<file path="config.mk">
export PLATFORM = sky130hd
export DESIGN_NAME = serdes_rx_deframer_flat
export DESIGN_NICKNAME = d
export VERILOG_FILES = /design/src/rtl/serdes_rx_deframer_pkg.sv /design/src/rtl/serdes_rx_deframer_if.sv /design/src/rtl/serdes_rx_deframer_gap_timer.sv /design/src/rtl/serdes_rx_deframer.sv /design/src/flat_wrapper.sv
export SDC_FILE = /design/constraint.sdc
export NUM_CORES = 1
export LEC_CHECK = 0
export CAP_MARGIN = 30
export CELL_PAD_IN_SITES_DETAIL_PLACEMENT = 2
export CELL_PAD_IN_SITES_GLOBAL_PLACEMENT = 2
export CORE_MARGIN = 2
export CORE_UTILIZATION = 32
export DETAILED_ROUTE_END_ITERATION = 12
export PLACE_DENSITY_LB_ADDON = 0.1
export SETUP_SLACK_MARGIN = 0.4
export SLEW_MARGIN = 20
export SYNTH_ARGS = -nofsm -noshare
export SYNTH_HDL_FRONTEND = slang
export SYNTH_SLANG_ARGS = --single-unit
</file>
<file path="constraint.sdc">
create_clock -name I_serdes_rx_clk -period 2.63 [get_ports I_serdes_rx_clk]
set_clock_uncertainty 0.15 [all_clocks]
set_input_delay 0.789 -clock I_serdes_rx_clk [delete_from_list [all_inputs] [get_ports I_serdes_rx_clk]]
set_output_delay 0.789 -clock I_serdes_rx_clk [all_outputs]
set_load 0.05 [all_outputs]
</file>
<file path="src/rtl/serdes_rx_deframer_pkg.sv">
// serdes_rx_pkg: shared state, error-cause and default definitions for the SerDes RX path.
package serdes_rx_pkg;
    typedef enum logic [1:0] {IDLE, LEN, PAYLOAD, CSUM} state_t;
    // Error-cause codes are shared with the TX framer; keep the encoding stable.
    typedef enum logic [1:0] {ERR_NONE, ERR_LEN, ERR_CSUM, ERR_TIMEOUT} err_t;
    localparam logic [15:0] SOF_DEFAULT = 16'hA55A;
    function automatic logic [15:0] sat_inc(input logic [15:0] v);
        return (v == 16'hFFFF) ? v : v + 16'd1;
    endfunction
endpackage

</file>
<file path="src/rtl/serdes_rx_deframer_if.sv">
// serdes_rx_deframer_if: link-side word stream in, payload and frame status out.
interface serdes_rx_deframer_if;
    logic [15:0] I_user_data;
    logic        I_data_ena;
    logic        I_link_up;
    logic [15:0] O_pl_data;
    logic        O_pl_valid;
    logic        O_pl_sof;
    logic        O_pl_eof;
    logic        O_frame_done;
    logic        O_frame_ok;
    logic        O_err_len;
    logic        O_err_csum;
    logic        O_err_timeout;
    logic [15:0] O_frame_cnt;
    logic [15:0] O_err_cnt;
    modport master (
        output I_user_data, I_data_ena, I_link_up,
        input  O_pl_data, O_pl_valid, O_pl_sof, O_pl_eof, O_frame_done, O_frame_ok,
               O_err_len, O_err_csum, O_err_timeout, O_frame_cnt, O_err_cnt
    );
    modport slave (
        input  I_user_data, I_data_ena, I_link_up,
        output O_pl_data, O_pl_valid, O_pl_sof, O_pl_eof, O_frame_done, O_frame_ok,
               O_err_len, O_err_csum, O_err_timeout, O_frame_cnt, O_err_cnt
    );
endinterface

</file>
<file path="src/rtl/serdes_rx_deframer_gap_timer.sv">
// serdes_rx_gap_timer: counts consecutive idle cycles inside a frame; expire on the P_GAP_TIMEOUT-th.
module serdes_rx_gap_timer #(
    parameter int P_GAP_TIMEOUT = 64
) (
    input  logic I_serdes_rx_clk,
    input  logic I_rst_n,
    input  logic en,
    input  logic kick,
    output logic expire
);
    localparam int W = $clog2(P_GAP_TIMEOUT + 1);
    localparam logic [W-1:0] LAST = W'(P_GAP_TIMEOUT - 1);
    logic [W-1:0] cnt;
    // A valid word on the would-be timeout cycle wins over the timeout.
    assign expire = en && !kick && cnt == LAST;
    always_ff @(posedge I_serdes_rx_clk or negedge I_rst_n)
        if (!I_rst_n) cnt <= '0;
        else cnt <= (!en || kick || expire) ? '0 : cnt + 1'b1;
endmodule

</file>
<file path="src/rtl/serdes_rx_deframer.sv">
// serdes_rx_deframer: locates SOF/len/payload/checksum frames and forwards payload with status.
module serdes_rx_deframer
    import serdes_rx_pkg::*;
#(
    parameter logic [15:0] P_SOF         = SOF_DEFAULT,
    parameter int          P_MAX_LEN     = 256,
    parameter int          P_GAP_TIMEOUT = 64
) (
    input logic I_serdes_rx_clk,
    input logic I_rst_n,
    serdes_rx_deframer_if.slave bus
);
    localparam logic [16:0] MAX_LEN = 17'(P_MAX_LEN);
    state_t      state, state_n;
    logic [15:0] acc, acc_n, rem, rem_n, len, len_n, pl_data_n;
    logic        pl_valid_n, pl_sof_n, pl_eof_n, done_n, expire;
    err_t        err_n;
    wire  [15:0] d = bus.I_user_data;
    serdes_rx_gap_timer #(.P_GAP_TIMEOUT(P_GAP_TIMEOUT)) u_gap (
        .I_serdes_rx_clk(I_serdes_rx_clk),
        .I_rst_n        (I_rst_n),
        .en             (state != IDLE && bus.I_link_up),
        .kick           (bus.I_data_ena),
        .expire         (expire)
    );
    always_comb begin
        state_n    = state;
        acc_n      = acc;
        rem_n      = rem;
        len_n      = len;
        pl_data_n  = bus.O_pl_data;
        pl_valid_n = 1'b0;
        pl_sof_n   = 1'b0;
        pl_eof_n   = 1'b0;
        done_n     = 1'b0;
        err_n      = ERR_NONE;
        if (!bus.I_link_up) begin
            state_n = IDLE;
        end else if (bus.I_data_ena) begin
            case (state)
                IDLE: state_n = (d == P_SOF) ? LEN : IDLE;
                LEN: begin
                    len_n = d;
                    acc_n = d;
                    rem_n = d;
                    if (d == 16'd0 || {1'b0, d} > MAX_LEN) begin
                        state_n = IDLE;
                        done_n  = 1'b1;
                        err_n   = ERR_LEN;
                    end else begin
                        state_n = PAYLOAD;
                    end
                end
                PAYLOAD: begin
                    pl_data_n  = d;
                    pl_valid_n = 1'b1;
                    pl_sof_n   = rem == len;
                    pl_eof_n   = rem == 16'd1;
                    acc_n      = acc + d;
                    rem_n      = rem - 16'd1;
                    state_n    = (rem == 16'd1) ? CSUM : PAYLOAD;
                end
                CSUM: begin
                    state_n = IDLE;
                    done_n  = 1'b1;
                    err_n   = (d == acc) ? ERR_NONE : ERR_CSUM;
                end
            endcase
        end else if (expire) begin
            state_n = IDLE;
            done_n  = 1'b1;
            err_n   = ERR_TIMEOUT;
        end
    end
    always_ff @(posedge I_serdes_rx_clk or negedge I_rst_n)
        if (!I_rst_n) begin
            state             <= IDLE;
            acc               <= '0;
            rem               <= '0;
            len               <= '0;
            bus.O_pl_data     <= '0;
            bus.O_pl_valid    <= 1'b0;
            bus.O_pl_sof      <= 1'b0;
            bus.O_pl_eof      <= 1'b0;
            bus.O_frame_done  <= 1'b0;
            bus.O_frame_ok    <= 1'b0;
            bus.O_err_len     <= 1'b0;
            bus.O_err_csum    <= 1'b0;
            bus.O_err_timeout <= 1'b0;
            bus.O_frame_cnt   <= '0;
            bus.O_err_cnt     <= '0;
        end else begin
            state             <= state_n;
            acc               <= acc_n;
            rem               <= rem_n;
            len               <= len_n;
            bus.O_pl_data     <= pl_data_n;
            bus.O_pl_valid    <= pl_valid_n;
            bus.O_pl_sof      <= pl_sof_n;
            bus.O_pl_eof      <= pl_eof_n;
            bus.O_frame_done  <= done_n;
            bus.O_frame_ok    <= done_n && err_n == ERR_NONE;
            bus.O_err_len     <= done_n && err_n == ERR_LEN;
            bus.O_err_csum    <= done_n && err_n == ERR_CSUM;
            bus.O_err_timeout <= done_n && err_n == ERR_TIMEOUT;
            bus.O_frame_cnt   <= (done_n && err_n == ERR_NONE) ? sat_inc(bus.O_frame_cnt) : bus.O_frame_cnt;
            bus.O_err_cnt     <= (done_n && err_n != ERR_NONE) ? sat_inc(bus.O_err_cnt) : bus.O_err_cnt;
        end
endmodule

</file>
<file path="src/flat_wrapper.sv">
// flat-port wrapper written by rule: the top's interface ports become plain ports
module serdes_rx_deframer_flat import serdes_rx_pkg::*;
#(
    parameter logic [15:0] P_SOF         = SOF_DEFAULT,
    parameter int          P_MAX_LEN     = 256,
    parameter int          P_GAP_TIMEOUT = 64
)
  (I_serdes_rx_clk, I_rst_n, bus_I_user_data, bus_I_data_ena, bus_I_link_up, bus_O_pl_data, bus_O_pl_valid, bus_O_pl_sof, bus_O_pl_eof, bus_O_frame_done, bus_O_frame_ok, bus_O_err_len, bus_O_err_csum, bus_O_err_timeout, bus_O_frame_cnt, bus_O_err_cnt);
  serdes_rx_deframer_if bus_i ();
  input logic I_serdes_rx_clk;
  input logic I_rst_n;
  input wire logic [$bits(bus_i.I_user_data)-1:0] bus_I_user_data;
  input wire logic [$bits(bus_i.I_data_ena)-1:0] bus_I_data_ena;
  input wire logic [$bits(bus_i.I_link_up)-1:0] bus_I_link_up;
  output wire logic [$bits(bus_i.O_pl_data)-1:0] bus_O_pl_data;
  output wire logic [$bits(bus_i.O_pl_valid)-1:0] bus_O_pl_valid;
  output wire logic [$bits(bus_i.O_pl_sof)-1:0] bus_O_pl_sof;
  output wire logic [$bits(bus_i.O_pl_eof)-1:0] bus_O_pl_eof;
  output wire logic [$bits(bus_i.O_frame_done)-1:0] bus_O_frame_done;
  output wire logic [$bits(bus_i.O_frame_ok)-1:0] bus_O_frame_ok;
  output wire logic [$bits(bus_i.O_err_len)-1:0] bus_O_err_len;
  output wire logic [$bits(bus_i.O_err_csum)-1:0] bus_O_err_csum;
  output wire logic [$bits(bus_i.O_err_timeout)-1:0] bus_O_err_timeout;
  output wire logic [$bits(bus_i.O_frame_cnt)-1:0] bus_O_frame_cnt;
  output wire logic [$bits(bus_i.O_err_cnt)-1:0] bus_O_err_cnt;
  assign bus_i.I_user_data = bus_I_user_data;
  assign bus_i.I_data_ena = bus_I_data_ena;
  assign bus_i.I_link_up = bus_I_link_up;
  assign bus_O_pl_data = bus_i.O_pl_data;
  assign bus_O_pl_valid = bus_i.O_pl_valid;
  assign bus_O_pl_sof = bus_i.O_pl_sof;
  assign bus_O_pl_eof = bus_i.O_pl_eof;
  assign bus_O_frame_done = bus_i.O_frame_done;
  assign bus_O_frame_ok = bus_i.O_frame_ok;
  assign bus_O_err_len = bus_i.O_err_len;
  assign bus_O_err_csum = bus_i.O_err_csum;
  assign bus_O_err_timeout = bus_i.O_err_timeout;
  assign bus_O_frame_cnt = bus_i.O_frame_cnt;
  assign bus_O_err_cnt = bus_i.O_err_cnt;
  serdes_rx_deframer #(.P_SOF(P_SOF), .P_MAX_LEN(P_MAX_LEN), .P_GAP_TIMEOUT(P_GAP_TIMEOUT)) u_core (.I_serdes_rx_clk(I_serdes_rx_clk), .I_rst_n(I_rst_n), .bus(bus_i));
endmodule
</file>
==> results of run 1 <==
[area by class of cell]
cell class	count	share of cell area
clock buffers	20	0.0487
clock inverters	12	0.0117
inverters	12	0.00507
multi-input cells	466	0.414
flip-flops and latches	113	0.302
well taps	260	0.0347
repair buffers	193	0.184
[placed cells by master, fill, tap and decap left out, types with 6 or more instances in the layout]
| master | n |
|---|---|
| a21oi_1 | 37 |
| and3_1 | 16 |
| buf_12 | 6 |
| buf_2 | 18 |
| buf_4 | 86 |
| buf_6 | 30 |
| clkbuf_16 | 17 |
| clkbuf_2 | 11 |
| clkdlybuf4s15_1 | 7 |
| clkdlybuf4s15_2 | 25 |
| dfrtp_1 | 109 |
| ha_1 | 7 |
| ha_4 | 16 |
| inv_1 | 8 |
| mux2_2 | 32 |
| mux2i_1 | 9 |
| nand2_1 | 41 |
| nand2_2 | 13 |
| nand3_1 | 18 |
| nand3_2 | 6 |
| nand4_1 | 16 |
| nor2_1 | 36 |
| nor3_1 | 9 |
| nor4_4 | 7 |
| o21ai_0 | 25 |
| xnor2_1 | 31 |
| xor2_1 | 26 |
[state kept, by name, indices dropped and copies added, names as in the netlist]
register / cells
u_core.acc: 16
u_core.bus.O_err_cnt: 16
u_core.bus.O_frame_cnt: 16
u_core.bus.O_pl_data: 16
u_core.len: 16
u_core.rem: 16
u_core.u_gap.cnt: 7
u_core.state: 2
u_core.bus.O_err_csum: 1
u_core.bus.O_err_len: 1
u_core.bus.O_err_timeout: 1
u_core.bus.O_frame_done: 1
u_core.bus.O_frame_ok: 1
u_core.bus.O_pl_eof: 1
u_core.bus.O_pl_sof: 1
u_core.bus.O_pl_valid: 1
[power groups by stage]
| stage | Sequential [W] | Combinational (W) | Clock (W) |
|---|---|---|---|
| floorplan | 0.00181 | 0.000163 | 0 |
| detailed placement | 0.00182 | 0.000387 | 0 |
| CTS | 0.00179 | 0.000443 | 0.00229 |
| global placement | 0.00182 | 0.000374 | 0 |
| finish | 0.00180 | 0.000513 | 0.00224 |
| global route | 0.00180 | 0.000549 | 0.00235 |
[worst paths after layout]
kind                          slack [ns]                           from                                     end  cells after the start
max in group asynchronous           1.48                        I_rst_n               u_core.acc[5]$_DFFE_PN0P_                      2
setup reg to reg                   -0.08      u_core.acc[6]$_DFFE_PN0P_  u_core.bus.O_frame_cnt[13]$_DFFE_PN0P_                     10
setup / recovery                   -0.09             bus_I_user_data[6]  u_core.bus.O_frame_cnt[13]$_DFFE_PN0P_                     11
hold reg to reg                     0.32  u_core.u_gap.cnt[0]$_DFF_PN0_           u_core.u_gap.cnt[0]$_DFF_PN0_                      1
min in group I_serdes_rx_clk        0.32  u_core.u_gap.cnt[0]$_DFF_PN0_           u_core.u_gap.cnt[0]$_DFF_PN0_                      1
hold / removal                      0.23                        I_rst_n   u_core.bus.O_frame_cnt[6]$_DFFE_PN0P_                      2
[metrics by stage]
step,instance area (um2),utilization,TNS [ns],hold slack [ns]
final,9370,0.498,-1.05,0.228
after floorplan,6370,-,-4.53,0.283
after CTS,9020,0.479,-1.11,0.334
after detailed placement,8030,0.427,-46.93,0.326
after global placement,8030,0.427,-43.05,0.298
after global routing,9370,0.498,-3.23,0.335
[worst max-delay path, cell delays in order]
cell and delay, ns:
buf_6 0.11, ha_4 0.22, nor4_4 0.35, buf_4 0.18
nand3_4 0.07, or2_4 0.27, nor3_4 0.27, and3_4 0.25
buf_6 0.13, nand2_1 0.07, xnor2_1 0.14
[routing by layer]
layer,GRT usage,up-vias
li1,-,2600
met1,0.284,3032
met2,0.408,121
met3,0.0402,31
met4,0.0677,0
met5,0,-
[timing repair]
item,CTS,global route
endpoints found under the setup margin,115,80
gates resized for setup,295,106
pin swaps,63,52
setup buffers,10,18
gates cloned,1,0
[kinds of logic after synthesis]
| kind of cell | after synthesis | synth area share |
|---|---|---|
| buffers and inverters | 40 | 0.0261 |
| muxes | 44 | 0.0783 |
| and+or+nand+nor | 215 | 0.184 |
| AOI/OAI and AO/OA | 124 | 0.120 |
| adders and majority gates | 25 | 0.0518 |
| xor gates and xnor gates | 58 | 0.0821 |
| DFF | 113 | 0.457 |
==> flow_summary.json, run 1 <==
{
  "synth_area_per_cell_um2": 10.0,
  "layout_setup_ws_ns": -0.0895,
  "numCtsBuffers": 17,
  "grt_max_degree": 114,
  "postRouteAntennaNets": 0,
  "syn_inst": 619,
  "fill_cells": 1873,
  "die-area_um2": 20500,
  "worstMarginPinSlew_ns": 0.737,
  "wl_met2_um": 13000,
  "slew_violations": 0,
  "area_growth_syn_to_layout_pct": 51.5,
  "die_y_um": 143,
  "design.portCount": 76,
  "drive_gt1_frac": 0.430,
  "rsz0062_at_grt": "true",
  "preCtsSetupSlack_ns": -1.30,
  "grt_first_pass_wirelength_um": 36000,
  "fp-row-count": 50,
  "p_per_area_nw_per_um2": 485,
  "post_drt_wl_per_cell_um": 22.5,
  "dp_hpwl_um": 15200,
  "vias": 5784,
  "synth_top_cell_by_area": "dfrtp_1",
  "io_buffers": 75,
  "wirelength_um": 24200,
  "ir_worst_vdd_mv": 0.442,
  "via_per_inst": 5.38,
  "final_nets": 848,
  "antenna_found_initial": 0,
  "drt-met1-wl_um": 9910,
  "htreeDepth": 4,
  "crit_type": "in2reg",
  "clockBufferDepth": 2,
  "die_x_um": 143,
  "synth_nets": 664,
  "drc_errors": 0,
  "power_frac_seq": 0.395,
  "dp_cells": 1015,
  "multi_input_area_um2": 3880,
  "initial_utilization": 0.329,
  "drt_pass1_iterations": 4,
  "clkTransAtPathRegs_ns": 0.06,
  "max_freq_mhz": 368,
  "antenna_cells": 0,
  "yosys-top-cells-area": "dfrtp_1 (46%), mux2_2 (6.0%), ha_1 (4.9%), xnor2_1 (4.5%), xor2_1 (3.7%)",
  "ys_top_cells_by_count": "dfrtp_1 (113), nand2_1 (54), a21oi_1 (44), nor2_1 (37), o21ai_0 (37)",
  "synth_area_um2": 6190,
  "pwr-share-comb": 0.113,
  "min_period_ns": 2.72,
  "ys_seq_elements": 113,
  "clk_latency_ns": 0.42,
  "grt_usage": 0.230,
  "wl_met3_um": 837,
  "crit_fanout": 6,
  "p_sw_frac": 0.265,
  "synth_ff_type": "dfrtp_1",
  "crit_path_end_kind": "flop",
  "synth-seq-area-share": 0.457,
  "intPower_w": 0.00335,
  "cts_sinks": 113,
  "hold_buffers": 0,
  "async_flop_share": 1.00,
  "setup_viol": 21,
  "arrival_ns": 2.87,
  "post_layout_nonfiller_instances": 1076,
  "grt_pass1_vias": 6400,
  "timing.slew.headroom": 0.508,
  "drt_iter0_drc": 166,
  "period_share": 1.03,
  "cts_tree": "built",
  "gp_congestion": 0.790,
  "clock_power_share": 0.492,
  "grt-ovfl-total": 0,
  "core_area_um2": 18800,
  "hold_path_class": "in2async",
  "drv_cap": 0,
  "fin_total_pwr_w": 0.00455,
  "synth_cell_types": 61,
  "synth_top_area_share": 0.457,
  "worstPathRequired_ns": 2.78,
  "clk_root_buffer_cell": "clkbuf_16",
  "cp-start-kind": "input port",
  "status": "finished, violations left",
  "finalHoldViolCount": 0,
  "highest_layer": "met4",
  "seq_area_um2": 2830,
  "violations": "negative setup slack",
  "ys_warn_count": 0,
  "p_switching_w": 0.00120,
  "yosys.cell_count.top_type": "dfrtp_1",
  "p_leak_nw": 4.27,
  "synth_enable_flop_cells": 0
}
Power figures use the tool's default switching activity.
==> inputs of run 2 (changes only) <==
Clock period 2.63 ns to 2.3 ns, I/O delays scaled along.
==> run 2 against run 1 <==
  * Critical path type is now reg2reg
  * Worst hold slack worse by 0.14 ns
  * Die area is the same
  * Highest routed layer unchanged
  * Sequential share of layout area decreased by 3.0 points
  * Total power rose by 25%
  * The run still ends with negative setup slack left
  * Count of clock-buffer cells in the layout is 2 lower
  * Global-route usage grew 4.3 points
  * Via count rose by 9.2%
  * Final cell count grew 6.6%
  * Wire length up 39%
==> flow_summary.json, run 2 (same netlist as run 1, synthesis figures left out) <==
{
  "antenna_cells": 0,
  "slew_violations": 0,
  "power_frac_seq": 0.361,
  "die-area_um2": 20500,
  "hold_path_class": "in2async",
  "cts_sinks": 113,
  "htreeDepth": 4,
  "intPower_w": 0.00414,
  "drt_iter0_drc": 397,
  "drive_gt1_frac": 0.552,
  "gp_congestion": 0.785,
  "clockBufferDepth": 2,
  "fp-row-count": 50,
  "most-common-layout-cells": "buf_4 (157), dfrtp_1 (90), buf_6 (75), nand2_1 (40), nor2_1 (33)",
  "worstMarginPinSlew_ns": 0.689,
  "final_common_cell": "buf_4",
  "grt_usage": 0.273,
  "preCtsSetupSlack_ns": -1.33,
  "drc_errors": 0,
  "clkTransAtPathRegs_ns": 0.06,
  "p_sw_frac": 0.270,
  "drv_cap": 0,
  "arrival_ns": 2.97,
  "stdcell_area_um2": 10500,
  "p_per_area_nw_per_um2": 540,
  "grt-ovfl-total": 0,
  "io_buffers": 75,
  "final_nets": 919,
  "status": "finished, violations left",
  "core_area_um2": 18800,
  "p_leak_nw": 5.00,
  "clk_root_buffer_cell": "clkbuf_16",
  "placed_area_um2": 8170,
  "pwr-share-comb": 0.124,
  "p_switching_w": 0.00153,
  "die_x_um": 143,
  "wirelength_um": 33600,
  "ir_worst_vdd_mv": 0.509,
  "clock_power_share": 0.515,
  "fin_setup_tns_ns": -13.20,
  "grt_first_pass_wirelength_um": 41700,
  "violations": "negative setup slack",
  "post_drt_wl_per_cell_um": 29.3,
  "postRouteAntennaNets": 0,
  "timing.slew.headroom": 0.536,
  "clk_latency_ns": 0.44,
  "die_y_um": 143,
  "cts_tree": "built",
  "max_freq_mhz": 359,
  "crit_type": "reg2reg",
  "initial_utilization": 0.329,
  "crit_path_end_kind": "flop",
  "via_per_inst": 5.50,
  "rsz0062_at_grt": "true",
  "numCtsBuffers": 17,
  "finalHoldViolCount": 0,
  "cp-start-kind": "flop",
  "design.portCount": 76,
  "dp_hpwl_um": 16600,
  "hold_buffers": 0,
  "crit_fanout": 7,
  "drt_pass1_iterations": 4,
  "period_share": 1.21,
  "setup_viol": 44,
  "layout_setup_ws_ns": -0.489,
  "min_period_ns": 2.79,
  "grt_pass1_vias": 6864,
  "vias": 6314,
  "grt_max_degree": 37,
  "area_growth_syn_to_layout_pct": 69.7,
  "antenna_found_initial": 0,
  "worstPathRequired_ns": 2.48
}
[run 2: metrics by stage]
step | hold WS [ns] | instances | utilization | power [W]
after global routing | 0.110 | 1147 | 0.558 | 0.00582
after CTS | 0.107 | 1115 | 0.519 | 0.00552
final | 0.0926 | 1147 | 0.558 | 0.00568
after detailed placement | 0.335 | 1041 | 0.434 | 0.00256
after floorplan | 0.244 | 619 | - | 0.00227
after global placement | 0.322 | 1041 | 0.434 | 0.00254
[run 2: layout make-up]
cell class	count	area [um2]
clock buffer	18	429
timing repair buffer	264	2440
sequential	113	2860
multi-input combinational	466	4210
inverter	12	52.6
fill	1819	8330
tap	260	325
clock inverter	14	190
[run 2: repair_timing]
action / CTS / global route
cloned: 0 / 1
buffers inserted: 42 / 31
endpoints found under the hold margin: 0 / 0
pin swaps: 95 / 83
setup endpoints to repair: 129 / 110
resized for setup: 235 / 110
[run 2: routing by layer]
layer  up-vias  global-route usage  wire, um
li1       2727                   -         -
met1      3300               0.320     12500
met2       195               0.509     18400
met3        92              0.0406      1270
met4         0              0.0886      1440
met5         -                   0         0
[run 2: power by group through the flow]
stage,registers (W),clock network [W],logic [W]
CTS,0.00205,0.00286,0.000605
detailed placement,0.00208,0,0.000484
global route,0.00205,0.00303,0.000742
global placement,0.00207,0,0.000468
finish,0.00205,0.00292,0.000704
floorplan,0.00207,0,0.000192
[run 2: critical path, stage by stage (launching register included)]
cell,delay [ns]
dfrtp_1,0.43
ha_4,0.26
or4_4,0.53
or2_4,0.30
nor3_4,0.31
and3_4,0.25
buf_8,0.14
nand2_2,0.10
xnor2_2,0.21
[run 2: final timing paths]
check | from | end | slack [ns] | cells after the start
setup / recovery | u_core.acc[14]$_DFFE_PN0P_ | u_core.bus.O_frame_cnt[11]$_DFFE_PN0P_ | -0.49 | 8
hold / removal | I_rst_n | u_core.bus.O_pl_eof$_DFF_PN0_ | 0.09 | 1
setup reg to reg | u_core.acc[14]$_DFFE_PN0P_ | u_core.bus.O_frame_cnt[11]$_DFFE_PN0P_ | -0.49 | 8
hold reg to reg | u_core.bus.O_pl_data[2]$_DFFE_PN0P_ | u_core.bus.O_pl_data[2]$_DFFE_PN0P_ | 0.36 | 1
max in group asynchronous | I_rst_n | u_core.bus.O_err_cnt[11]$_DFFE_PN0P_ | 1.24 | 2
min in group I_serdes_rx_clk | u_core.bus.O_pl_data[2]$_DFFE_PN0P_ | u_core.bus.O_pl_data[2]$_DFFE_PN0P_ | 0.36 | 1
==> inputs of run 3 (changes only) <==
Settings changed: CORE_UTILIZATION 32 to 33, CTS_BUF_LIST set to sky130_fd_sc_hd__clkbuf_4.
==> run 3 against run 2 <==
  * The run still ends with negative setup slack left
  * Highest routed layer unchanged
  * Sequential share of layout area grew 0.18 points
  * Critical path type unchanged
  * Worst setup slack improved by 0.19 ns
  * Global-route usage is 1.3 points lower
  * Total power shrank 18%
==> flow_summary.json, run 3 (same netlist as run 1, synthesis figures left out) <==
{
  "met3_usage": 0.0486,
  "final_common_cell": "buf_4",
  "post_layout_nonfiller_instances": 1136,
  "clockBufferDepth": 2,
  "core_area_um2": 18600,
  "violations": "negative setup slack",
  "clk_root_buffer_cell": "clkbuf_4",
  "clkTransAtPathRegs_ns": 0.12,
  "hold_path_class": "in2reg",
  "clock_power_share": 0.423,
  "p_leak_nw": 4.94,
  "cp_slowest_cell": "or4_4",
  "layout_setup_ws_ns": -0.304,
  "initial_utilization": 0.333,
  "crit_path_end_kind": "flop",
  "grt_pass1_vias": 6985,
  "die-area_um2": 19900,
  "crit_path_cell_trace": "ha_4 -> or4_4 -> or2_4 -> buf_6 -> a2111o_1 -> mux2_4",
  "postRouteAntennaNets": 0,
  "power_frac_seq": 0.439,
  "io_buffers": 75,
  "clk_latency_ns": 0.63,
  "cpLargestDelayFamily": "simple AND/OR/NAND/NOR gates",
  "rsz0062_at_grt": "true",
  "crit_buf_inv": 1,
  "final_nets": 934,
  "via_per_inst": 5.57,
  "cts_tree": "built",
  "slew_violations": 0,
  "intPower_w": 0.00327,
  "design.portCount": 76,
  "setup_viol": 40,
  "numCtsBuffers": 17,
  "pwr-share-comb": 0.138,
  "post_drt_wl_per_cell_um": 27.0,
  "min_period_ns": 2.60,
  "grt_busiest_layer": "met2",
  "finalHoldViolCount": 0,
  "status": "finished, violations left",
  "antenna_found_initial": 0,
  "die_x_um": 141,
  "fill_cells": 1793,
  "area_growth_syn_to_layout_pct": 67.8,
  "crit_fanout": 2,
  "max_freq_mhz": 384,
  "timing.slew.headroom": 0.432,
  "p_per_area_nw_per_um2": 449,
  "drc_errors": 0,
  "period_share": 1.13,
  "arrival_ns": 2.95,
  "drt_pass1_iterations": 4,
  "drt_iter0_drc": 278,
  "fin_setup_tns_ns": -7.13,
  "p_switching_w": 0.00139,
  "wirelength_um": 30700,
  "cp-start-kind": "flop",
  "fin_total_pwr_w": 0.00467,
  "grt-ovfl-total": 0,
  "preCtsSetupSlack_ns": -1.25,
  "antenna_cells": 0,
  "seq_area_um2": 2840,
  "htreeDepth": 4,
  "gr-usage-met2": 0.490,
  "fp-row-count": 50,
  "dp_hpwl_um": 15900,
  "worstMarginPinSlew_ns": 0.849,
  "critical-path-max-stage-delay_ns": 0.56,
  "cts_sinks": 113,
  "grt_usage": 0.260,
  "die_y_um": 141,
  "whs_ns": 0.280,
  "vias": 6330,
  "crit_type": "reg2reg",
  "drive_gt1_frac": 0.544,
  "worstPathRequired_ns": 2.65,
  "most-common-layout-cells": "buf_4 (156), dfrtp_1 (101), buf_6 (89), nand2_1 (35), nor2_1 (33)",
  "ir_worst_vdd_mv": 0.282,
  "gp_congestion": 0.852,
  "grt_max_degree": 49,
  "grt.met1_usage": 0.304,
  "multi_input_area_um2": 4220,
  "drv_cap": 0,
  "p_sw_frac": 0.299,
  "dp_cells": 1003,
  "grt_first_pass_wirelength_um": 39800
}
run 3: cell count changes in the layout (fill, tap and decap cells not counted), moves of 5 or more:
cell / delta
dfrtp_1: +11
nand2_2: +8
nand2_1: -5
xor2_1: +5
buf_6: +14
dfrtp_2: -11
nand2_4: -5
clkbuf_16: -17
clkbuf_4: +17
run 3: layer usage:
layer	share of wire	vias up
met2	0.54	165
met4	0.037	0
met3	0.032	60
met1	0.39	3334
li1	-	2771
met5	0	-
run 3: worst register-to-register path, delay by kind of cell, from the launching register on:
| family | cells | cell delay, ns |
|---|---|---|
| AND/OR/NAND/NOR | 2 | 0.85 |
| flip-flops | 1 | 0.43 |
| AO/OA/AOI/OAI | 1 | 0.35 |
| multiplexers | 1 | 0.34 |
| adder cells (fa/ha/maj) | 1 | 0.24 |
| buffers and inverters | 1 | 0.12 |
run 3: worst paths after layout:
check / from / slack [ns] / endpoint / depth (start not counted)
setup / recovery: u_core.acc[14]$_DFFE_PN0P_ / -0.30 / u_core.bus.O_frame_cnt[1]$_DFFE_PN0P_ / 6
hold / removal: bus_I_user_data[5] / 0.28 / u_core.acc[5]$_DFFE_PN0P_ / 3
setup reg to reg: u_core.acc[14]$_DFFE_PN0P_ / -0.30 / u_core.bus.O_frame_cnt[1]$_DFFE_PN0P_ / 6
hold reg to reg: u_core.acc[4]$_DFFE_PN0P_ / 0.37 / u_core.acc[4]$_DFFE_PN0P_ / 2
max in group asynchronous: I_rst_n / 0.96 / u_core.bus.O_pl_data[11]$_DFFE_PN0P_ / 3
min in group asynchronous: I_rst_n / 0.32 / u_core.bus.O_frame_ok$_DFF_PN0_ / 2
run 3: area by class of cell:
class                           count  area share
Inverter                           12     0.00506
Clock inverter                     15      0.0207
Tap cell                          234      0.0282
Multi-Input combinational cell    466       0.406
Timing Repair Buffer              279       0.254
Sequential cell                   113       0.274
Clock buffer                       17      0.0123
run 3: power groups by stage:
stage | sequential, W | clock, W | combinational, W
global placement | 0.00207 | 0 | 0.000456
floorplan | 0.00207 | 0 | 0.000192
finish | 0.00205 | 0.00197 | 0.000645
CTS | 0.00204 | 0.00192 | 0.000579
detailed placement | 0.00207 | 0 | 0.000470
global route | 0.00205 | 0.00206 | 0.000687
run 3: per-stage QoR:
stage           util  cell area, um2
2_1_floorplan      -            6440
3_3_place_gp   0.432            8030
3_5_place_dp   0.432            8030
4_1_cts        0.525            9760
5_1_grt        0.559           10400
6_report       0.559           10400
run 3: timing repair:
action	in CTS	in global routing
setup endpoints to repair	134	127
pin swaps	85	64
hold buffers	1	0
gates resized for setup	265	85
hold endpoints to repair	17	0
setup buffers	72	27
gates cloned	1	0
